===== src/rtl/data_entry_ctrl.sv =====
// Front-panel controller: debounces four buttons, writes switch bytes into data memory,
// launches the processor and shows memory readback on the seven-segment display.
module data_entry_ctrl #(
   parameter int DB_CYCLES = 3,
   parameter int ADDR_W    = 3
) (
   input  logic        clk_100mhz,
   input  logic        i_rst_n,
   input  logic        pulse_next_sw,
   input  logic        pulse_prev_sw,
   input  logic        wen_sw,
   input  logic        start_sw,
   input  logic [7:0]  wdata_sw,
   input  logic        data_result,
   input  logic        cpu_done,
   input  logic [31:0] mem_rdata,
   output logic        mem_we,
   output logic [31:0] mem_addr,
   output logic [31:0] mem_wdata,
   output logic        cpu_start,
   output logic [15:0] disp_value,
   output logic [1:0]  state_o
);

   typedef enum logic [1:0] {
      ENTRY  = 2'd0,
      RUN    = 2'd1,
      RESULT = 2'd2
   } state_t;

   localparam int NB = 4;
   localparam int B_NEXT  = 0;
   localparam int B_PREV  = 1;
   localparam int B_WEN   = 2;
   localparam int B_START = 3;
   localparam int CW = (DB_CYCLES > 1) ? $clog2(DB_CYCLES) : 1;
   localparam logic [CW-1:0] CNT_LAST = CW'(DB_CYCLES - 1);

   // Reset asserts at once and releases two clocks later; the two further stages
   // mark when the input synchronizers hold real samples again.
   logic [3:0] rst_pipe;
   logic       rst_n;
   logic       settled;

   always_ff @(posedge clk_100mhz or negedge i_rst_n) begin
      if (!i_rst_n) rst_pipe <= '0;
      else          rst_pipe <= {rst_pipe[2:0], 1'b1};
   end

   assign rst_n   = rst_pipe[1];
   assign settled = rst_pipe[3];

   logic [NB-1:0] btn_raw, btn_s1, btn_s2, btn_db, btn_db_prev, btn_armed, btn_edge;
   logic [CW-1:0] db_cnt [NB];
   logic [7:0]    wd_s1, wd_s2;
   logic          dr_s1, dr_s2;

   assign btn_raw = {start_sw, wen_sw, pulse_prev_sw, pulse_next_sw};

   // A button only becomes armed once it is seen released after reset, so a
   // button held through reset cannot produce a press edge.
   always_ff @(posedge clk_100mhz or negedge rst_n) begin
      if (!rst_n) begin
         btn_s1      <= '0;
         btn_s2      <= '0;
         btn_db      <= '0;
         btn_db_prev <= '0;
         btn_armed   <= '0;
         btn_edge    <= '0;
         wd_s1       <= '0;
         wd_s2       <= '0;
         dr_s1       <= 1'b0;
         dr_s2       <= 1'b0;
         // NOTE: these counters are ordinary flops, so they are reset; a RAM-backed array would not be.
         for (int i = 0; i < NB; i++) db_cnt[i] <= '0;
      end else begin
         // NOTE: non-blocking assignments let every flop sample pre-edge values, whatever the statement order.
         btn_s1      <= btn_raw;
         btn_s2      <= btn_s1;
         wd_s1       <= wdata_sw;
         wd_s2       <= wd_s1;
         dr_s1       <= data_result;
         dr_s2       <= dr_s1;
         btn_db_prev <= btn_db;
         btn_edge    <= btn_db & ~btn_db_prev & btn_armed;
         for (int i = 0; i < NB; i++) begin
            if (btn_s2[i] == btn_db[i]) begin
               db_cnt[i] <= '0;
            end else if (db_cnt[i] == CNT_LAST) begin
               btn_db[i] <= btn_s2[i];
               db_cnt[i] <= '0;
            end else begin
               db_cnt[i] <= db_cnt[i] + 1'b1;
            end
            if (settled && !btn_db[i] && !btn_s2[i]) btn_armed[i] <= 1'b1;
         end
      end
   end

   logic ev_next, ev_prev, ev_wen, ev_start;
   assign ev_next  = btn_edge[B_NEXT];
   assign ev_prev  = btn_edge[B_PREV];
   assign ev_wen   = btn_edge[B_WEN];
   assign ev_start = btn_edge[B_START];

   state_t            state_q, state_d;
   logic [ADDR_W-1:0] idx_q, idx_d, wr_idx_q, wr_idx_d, idx_step;
   logic [7:0]        wr_byte_q, wr_byte_d, disp_q, disp_d;
   logic              mem_we_q, mem_we_d, pend_q, pend_d;

   always_ff @(posedge clk_100mhz or negedge rst_n) begin
      if (!rst_n) begin
         state_q   <= ENTRY;
         idx_q     <= '0;
         wr_idx_q  <= '0;
         wr_byte_q <= '0;
         disp_q    <= '0;
         mem_we_q  <= 1'b0;
         pend_q    <= 1'b0;
      end else begin
         state_q   <= state_d;
         idx_q     <= idx_d;
         wr_idx_q  <= wr_idx_d;
         wr_byte_q <= wr_byte_d;
         disp_q    <= disp_d;
         mem_we_q  <= mem_we_d;
         pend_q    <= pend_d;
      end
   end

   always_comb begin
      // NOTE: every output of this block gets a default first, so no path can infer a latch.
      state_d   = state_q;
      idx_d     = idx_q;
      wr_idx_d  = wr_idx_q;
      wr_byte_d = wr_byte_q;
      mem_we_d  = 1'b0;
      pend_d    = pend_q;
      idx_step  = idx_q;
      if (ev_next && !ev_prev)      idx_step = idx_q + 1'b1;
      else if (ev_prev && !ev_next) idx_step = idx_q - 1'b1;

      unique case (state_q)
         ENTRY: begin
            if (pend_q) begin
               // The write launched with the start press has just completed.
               state_d = RUN;
               pend_d  = 1'b0;
            end else begin
               idx_d = idx_step;
               if (ev_wen) begin
                  mem_we_d  = 1'b1;
                  wr_idx_d  = idx_q;
                  wr_byte_d = wd_s2;
               end
               if (ev_start) begin
                  if (ev_wen) pend_d  = 1'b1;
                  else        state_d = RUN;
               end
            end
         end
         RUN: begin
            if (cpu_done) begin
               state_d = RESULT;
               idx_d   = '0;
            end
         end
         RESULT: begin
            if (ev_start) begin
               state_d = ENTRY;
               idx_d   = '0;
            end else begin
               idx_d = idx_step;
            end
         end
         default: state_d = ENTRY;
      endcase

      disp_d = ((state_q == RESULT) || ((state_q == ENTRY) && dr_s2)) ? mem_rdata[7:0] : wd_s2;
   end

   logic rdata_unused;
   assign rdata_unused = ^mem_rdata[31:8];

   assign mem_we     = mem_we_q;
   assign mem_addr   = {{(30-ADDR_W){1'b0}}, (mem_we_q ? wr_idx_q : idx_q), 2'b00};
   assign mem_wdata  = {24'd0, wr_byte_q};
   assign cpu_start  = (state_q != ENTRY);
   assign disp_value = {{(8-ADDR_W){1'b0}}, idx_q, disp_q};
   assign state_o    = state_q;

endmodule


===== config.mk =====
export PLATFORM = sky130hd
export DESIGN_NAME = data_entry_ctrl
export DESIGN_NICKNAME = d
export VERILOG_FILES = /design/src/rtl/data_entry_ctrl.sv
export SDC_FILE = /design/constraint.sdc
export NUM_CORES = 1
export LEC_CHECK = 0
export BUFFER_PORTS_ARGS = -buffer_cell sky130_fd_sc_hd__clkbuf_2
export CAP_MARGIN = 20
export CORE_MARGIN = 2
export CORE_UTILIZATION = 43
export CTS_CLUSTER_DIAMETER = 150
export DETAILED_ROUTE_END_ITERATION = 8
export MAX_ROUTING_LAYER = met4
export PLACE_DENSITY_LB_ADDON = 0.05
export SYNTH_ARGS = -nofsm -noshare
export SYNTH_HDL_FRONTEND = slang
export SYNTH_SLANG_ARGS = --single-unit

===== constraint.sdc =====
create_clock -name clk_100mhz -period 2.7 [get_ports clk_100mhz]
set_clock_uncertainty 0.15 [all_clocks]
set_input_delay 0.54 -clock clk_100mhz [delete_from_list [all_inputs] [get_ports clk_100mhz]]
set_output_delay 0.54 -clock clk_100mhz [all_outputs]
set_load 0.02 [all_outputs]

==> metrics, run 1 <==
Setup violations, final=0; CP Launch Type=flip-flop; GRT overflow=0; worst slack, placed=808 ps; final count of pins violating max slew=0; Adder-Cell Fraction of Synth Area=2.29%; clk sinks=80; Post-synth ARST share=100%; Ant. Diodes=0; cts bufs inserted=9; fillcell total=694; post-route cell area=3620 µm²; clk slew on worst S/H paths=80 ps; proportion of synthesized area in mux cells=8.59%; Most used DFF post-synth=dfrtp_1; synthesized flop and latch total=80; dpl cell area=3430 µm²; crit path DAT=1540 ps; XOR/XNOR Fraction of Synth Area=1.07%; largest net degree at the start of global routing=62; Fin. Hold Viols=0; hpwl dp=3200 µm; Clock Tree Root=clkbuf_8; Area contributors post-synth=dfrtp_1, buf_4, mux2_2; outcome=complete, no violations; post-synth top area cell=dfrtp_1; Yosys warning count=0; drt drc=0; Total Routing Usage GR=12.0%; I/O Buffers=49; FMAX=0.448 GHz; post-synthesis cell area=3280 µm²; Mapped Cells=247; Rows=31; Starting Density=44.7%; vias in the first global route=1534; H-tree depth=3; initial antenna violation count=0; Worst-Skew Late Latency=340 ps; layout cell share with drive strength beyond 1=31.1%; synth unique cells=29; global-route wire length before repair=7540 µm; CTS max path bufs=2; critical path type=flip-flop to output pin; fin worst setup slack=466 ps; WL/cell=11.1 µm; I/O pin cnt=132; RSZ-0062 raised after global routing=false; Setup TNS Final=0 ps; sequential fraction of the synthesis area=61.1%; GP Congestion=0.780; Avg Inst Size Synth=13.3 µm²; Vias=1730; Compound-Gate Fraction of Synth Area=5.57%; final wirelength=4560 µm; top-area cell type share of the netlist area=61.1%; EDFF count, synth=0; Iter 0 DRT Violations=56; CP Capture Type=output pin; reg2reg path depth=6; worst endpoint required time=2010 ps; maximum vdd drop=0.416 mV; simple-gate share of the synthesized area=6.15%; Worst Path Max Fanout=9; drt first pass iters=4; Synth-to-Final Area Change=10.6%; via/cell ratio=4.21; Die X-Extent=91.3 µm; P per Cell Area=1070 nW/µm²; period utilization=82.7%; HP Class=flip-flop to async pin; total of max-cap violations=0; Post-DRT Antenna Nets=0; final-stage net count=361; Final min period=2230 ps; CTS tree=built; core region area=7330 µm²; static leakage power=0.00180 µW; largest family of logic cells by synthesized area=buffers and inverters; area of the die=8330 µm²; Die Y=91.3 µm
## metrics by stage
stage	std cells	hold slack, ps	total power (µW)	util (%)
floorplan	304	94.4	2830	-
global placement	394	50.4	3100	46.9
detailed placement	394	55.4	3130	46.9
CTS	411	61.3	3930	49.4
global route	411	81.4	4150	49.4
finish	411	44.2	3870	49.4
## layout make-up
class	count	area (µm²)	share of cell area [%]
Clock buffer	9	124	3.42
Clock inverter	7	56.3	1.55
Inverter	10	37.5	1.04
Multi-Input combinational cell	154	997	27.5
Sequential cell	80	2000	55.3
Tap cell	99	124	3.42
Timing Repair Buffer	52	283	7.80
## state kept, by name, indices dropped and copies added (netlist names), 8 cells and up
| name | count |
|---|---|
| db_cnt | 8 |
| disp_q | 8 |
| wd_s1 | 8 |
| wd_s2 | 8 |
| wr_byte_q | 8 |
## cells by family (layout without fill, tap and decap cells)
| family | after synthesis | count (layout) |
|---|---|---|
| flip-flops | 80 | 80 |
| adder cells (fa/ha/maj) | 6 | 6 |
| multiplexers | 25 | 25 |
| buffers and inverters | 70 | 78 |
| AND/OR/NAND/NOR | 36 | 36 |
| other | 2 | 59 |
| XOR/XNOR | 4 | 4 |
| AO/OA/AOI/OAI | 24 | 24 |
## cells in the mapped netlist, drive strengths merged, types with 4 or more instances
cell,instances
xnor2,4
mux2,25
buf,60
nand2b,4
nand2,9
inv,10
nor3,4
dfrtp,80
nor2,8
nor3b,4
nor2b,4
a21o,5
a21oi,6
o21ai,5
ha,6
## routing by layer
metal  track usage (%)  vias up  routed length [µm]
met3              4.07        4                 293
met5                 -        -                   0
met1              16.0      832                2130
met4              4.92        0                  44
li1                  -      818                   -
met2              17.0       76                2100
## final timing paths
kind / slack [ps] / end / start
worst max-delay path: 470 / cpu_start / state_o[0]$_DFFE_PN0P_
worst min-delay path: 40 / btn_s2[3]$_DFF_PN0_ / rst_pipe[1]$_DFF_PN0_
worst max register to register: 810 / idx_q[1]$_DFFE_PN0P_ / state_o[0]$_DFFE_PN0P_
worst min register to register: 40 / btn_s2[3]$_DFF_PN0_ / rst_pipe[1]$_DFF_PN0_
max in group asynchronous: 1720 / btn_s2[0]$_DFF_PN0_ / rst_pipe[1]$_DFF_PN0_
min in group clk_100mhz: 150 / wd_s1[5]$_DFF_PN0_ / wdata_sw[5]
## where the power goes
group	switching, µW	leakage, µW	internal (µW)
Combinational	747	0.000755	587
Sequential	219	0.000952	1520
Clock	449	0.0000902	343
## critical path, stage by stage (launching register included)
cell	delay, ps
dfrtp_1	420
inv_1	110
ha_1	410
inv_1	90
clkbuf_2	170
## cells in the final DEF (no fill, tap or decap), drive strengths merged, types with 2 or more instances in the layout
master / count
a21o: 5
a21oi: 6
and3b: 2
buf: 2
clkbuf: 58
clkinv: 4
conb: 59
dfrtp: 80
ha: 6
inv: 12
mux2: 25
nand2: 9
nand2b: 4
nor2: 8
nor2b: 4
nor3: 4
nor3b: 4
o211ai: 2
o21ai: 5
xnor2: 4
## what timing repair did
item / CTS / global route
resized for setup: 0 / 0
hold buffers: 1 / 0
endpoints found under the hold margin: 4 / 0
buffers inserted: 0 / 0
Note: power is estimated with default switching activity, not from simulation.
==> inputs of run 2 (changes only) <==
--- a/config.mk
+++ b/config.mk
@@ -8,7 +8,7 @@
 export BUFFER_PORTS_ARGS = -buffer_cell sky130_fd_sc_hd__clkbuf_2
 export CAP_MARGIN = 20
 export CORE_MARGIN = 2
-export CORE_UTILIZATION = 43
+export CORE_UTILIZATION = 48
 export CTS_CLUSTER_DIAMETER = 150
 export DETAILED_ROUTE_END_ITERATION = 8
 export MAX_ROUTING_LAYER = met4
==> constraint.sdc (replaced) <==
create_clock -name clk_100mhz -period 2.2 [get_ports clk_100mhz]
set_clock_uncertainty 0.15 [all_clocks]
set_input_delay 0.44 -clock clk_100mhz [delete_from_list [all_inputs] [get_ports clk_100mhz]]
set_output_delay 0.44 -clock clk_100mhz [all_outputs]
set_load 0.02 [all_outputs]
==> metrics, run 2 (synthesized netlist as in run 1, its figures left out) <==
outcome=complete, no violations; Sw Share=35.5% (-1.1 points); DR top layer=met4; Gate power share=33.9% (-0.6 points); total net switching power=1720 µW (+22%); I/O Buffers=49 (unchanged); core region area=6680 µm² (-8.9%); Post-DRT Antenna Nets=0 (unchanged); CTS tree=built; Clk pwr share=22.3% (+1.8 points); Setup TNS Final=0 ps (unchanged); worst endpoint required time=1610 ps (-400 ps); critical path type=flip-flop to output pin; Met1 Wirelength=2010 µm (-5.6%); drt first pass iters=4 (unchanged); final wirelength=4410 µm (-3.4%); crit path DAT=1420 ps (-120 ps); HP Class=flip-flop to async pin; Total Routing Usage GR=13.4% (+1.4 points); most frequent cells in the layout=dfrtp_1, conb_1, clkbuf_2; Final min period=2010 ps; part of the power in registers=43.8% (-1.2 points); Final Util=54.3% (+4.8 points); largest net degree at the start of global routing=64 (+3.2%); global-route wire length before repair=7290 µm (-3.4%); final-stage net count=361 (unchanged); P_int=3130 µW (+28%); CP Launch Type=flip-flop; initial antenna violation count=0 (unchanged); Iter 0 DRT Violations=60 (+7.1%); layout cell share with drive strength beyond 1=31.4% (+0.32 points); post-CTS setup buffers=0 (unchanged); Setup violations, final=0 (unchanged); final hold slack=15.2 ps (-29.0 ps); I/O pin cnt=132 (unchanged); Worst-Skew Late Latency=350 ps (about the same); Die Y=86.6 µm (-5.1%); GP Congestion=0.689 (-12%); wire length on met2=2070 µm (-1.3%); total of max-cap violations=0 (unchanged); WL/cell=11.2 µm (+1.2%); CTS max path bufs=2 (unchanged); clk sinks=80 (unchanged); via/cell ratio=4.34 (+3.1%); R2R Setup Slk=430 ps (-380 ps); most common cell after layout, fill and taps aside=dfrtp_1; final count of pins violating max slew=0 (unchanged); RSZ-0062 raised after global routing=false; Die X-Extent=86.6 µm (-5.1%); cts bufs inserted=9 (unchanged); FMAX=0.498 GHz; area of the die=7500 µm² (-10%); Rows=30 (-3.2%); Synth-to-Final Area Change=10.6% (unchanged); Fin. Hold Viols=0 (unchanged); Ant. Diodes=0 (unchanged); clk slew on worst S/H paths=90 ps (about the same); maximum vdd drop=0.620 mV (+49%); GRT overflow=0 (unchanged); Starting Density=49.0% (+4.3 points); static leakage power=0.00181 µW (+0.52%); vias in the first global route=1515 (-1.2%); drt drc=0 (unchanged); CP Capture Type=output pin; H-tree depth=3 (unchanged); P per Cell Area=1340 nW/µm² (+26%); Clock Tree Root=clkbuf_8; Worst Path Max Fanout=9 (unchanged); Pwr Total=4860 µW (+26%); period utilization=91.3%; hpwl dp=3100 µm (-3.3%); Vias=1701 (-1.7%); met3 routed WL=274 µm (-6.5%)
## run 2: changes by cell type in the layout (fill, tap and decap cells not counted), sizes merged
| cell | previous run | this run |
|---|---|---|
| bufinv | 0 | 1 |
| clkinv | 4 | 2 |
| inv | 12 | 13 |
## run 2: worst max-delay path, cell delays in order (launching register included)
cell and delay, ps:
dfrtp_1 420, inv_1 110, ha_2 320, inv_1 70
clkbuf_2 160
## run 2: routing by layer
layer | track usage [%] | vias up
li1 | - | 820
met1 | 17.4 | 805
met2 | 18.4 | 72
met3 | 5.62 | 4
met4 | 5.97 | 0
met5 | - | -
## run 2: final timing paths
path | startpoint | end | cells past startpoint
worst max-delay path | state_o[0]$_DFFE_PN0P_ | cpu_start | 4
worst min-delay path | rst_pipe[1]$_DFF_PN0_ | wd_s1[1]$_DFF_PN0_ | 0
worst max register to register | state_o[0]$_DFFE_PN0P_ | idx_q[1]$_DFFE_PN0P_ | 6
worst min register to register | rst_pipe[1]$_DFF_PN0_ | wd_s1[1]$_DFF_PN0_ | 0
max in group asynchronous | rst_pipe[1]$_DFF_PN0_ | idx_q[2]$_DFFE_PN0P_ | 1
min in group clk_100mhz | wdata_sw[1] | wd_s1[1]$_DFF_PN0_ | 1
## run 2: stage by stage
stage | area, µm² | setup slack [ps] | instances
3_3_place_gp | 3410 | 321 | 375
2_1_floorplan | 3490 | 412 | 304
4_1_cts | 3620 | 22.0 | 392
6_report | 3620 | 191 | 392
3_5_place_dp | 3410 | 296 | 375
5_1_grt | 3620 | 66.4 | 392
## run 2: layout make-up
type | instances | area (µm²)
flip-flops and latches | 80 | 2000
clock inverters | 7 | 77.6
multi-input cells | 154 | 1000
repair buffers | 52 | 283
well taps | 80 | 100
fillers | 592 | 3060
clock buffers | 9 | 124
inverters | 10 | 37.5
## run 2: power by group through the flow
stage / logic [µW] / registers [µW] / clock network, µW
after global placement: 1650 / 2160 / 0
after floorplan: 1140 / 2330 / 0
after detailed placement: 1660 / 2170 / 0
after CTS: 1670 / 2140 / 1130
final: 1650 / 2130 / 1080
after global routing: 1810 / 2200 / 1200
## run 2: what timing repair did
| item | CTS | global route |
|---|---|---|
| hold buffers | 1 | 0 |
| endpoints found under the setup margin | 0 | 1 |
| hold endpoints to repair | 4 | 0 |
| gates resized for setup | 0 | 1 |
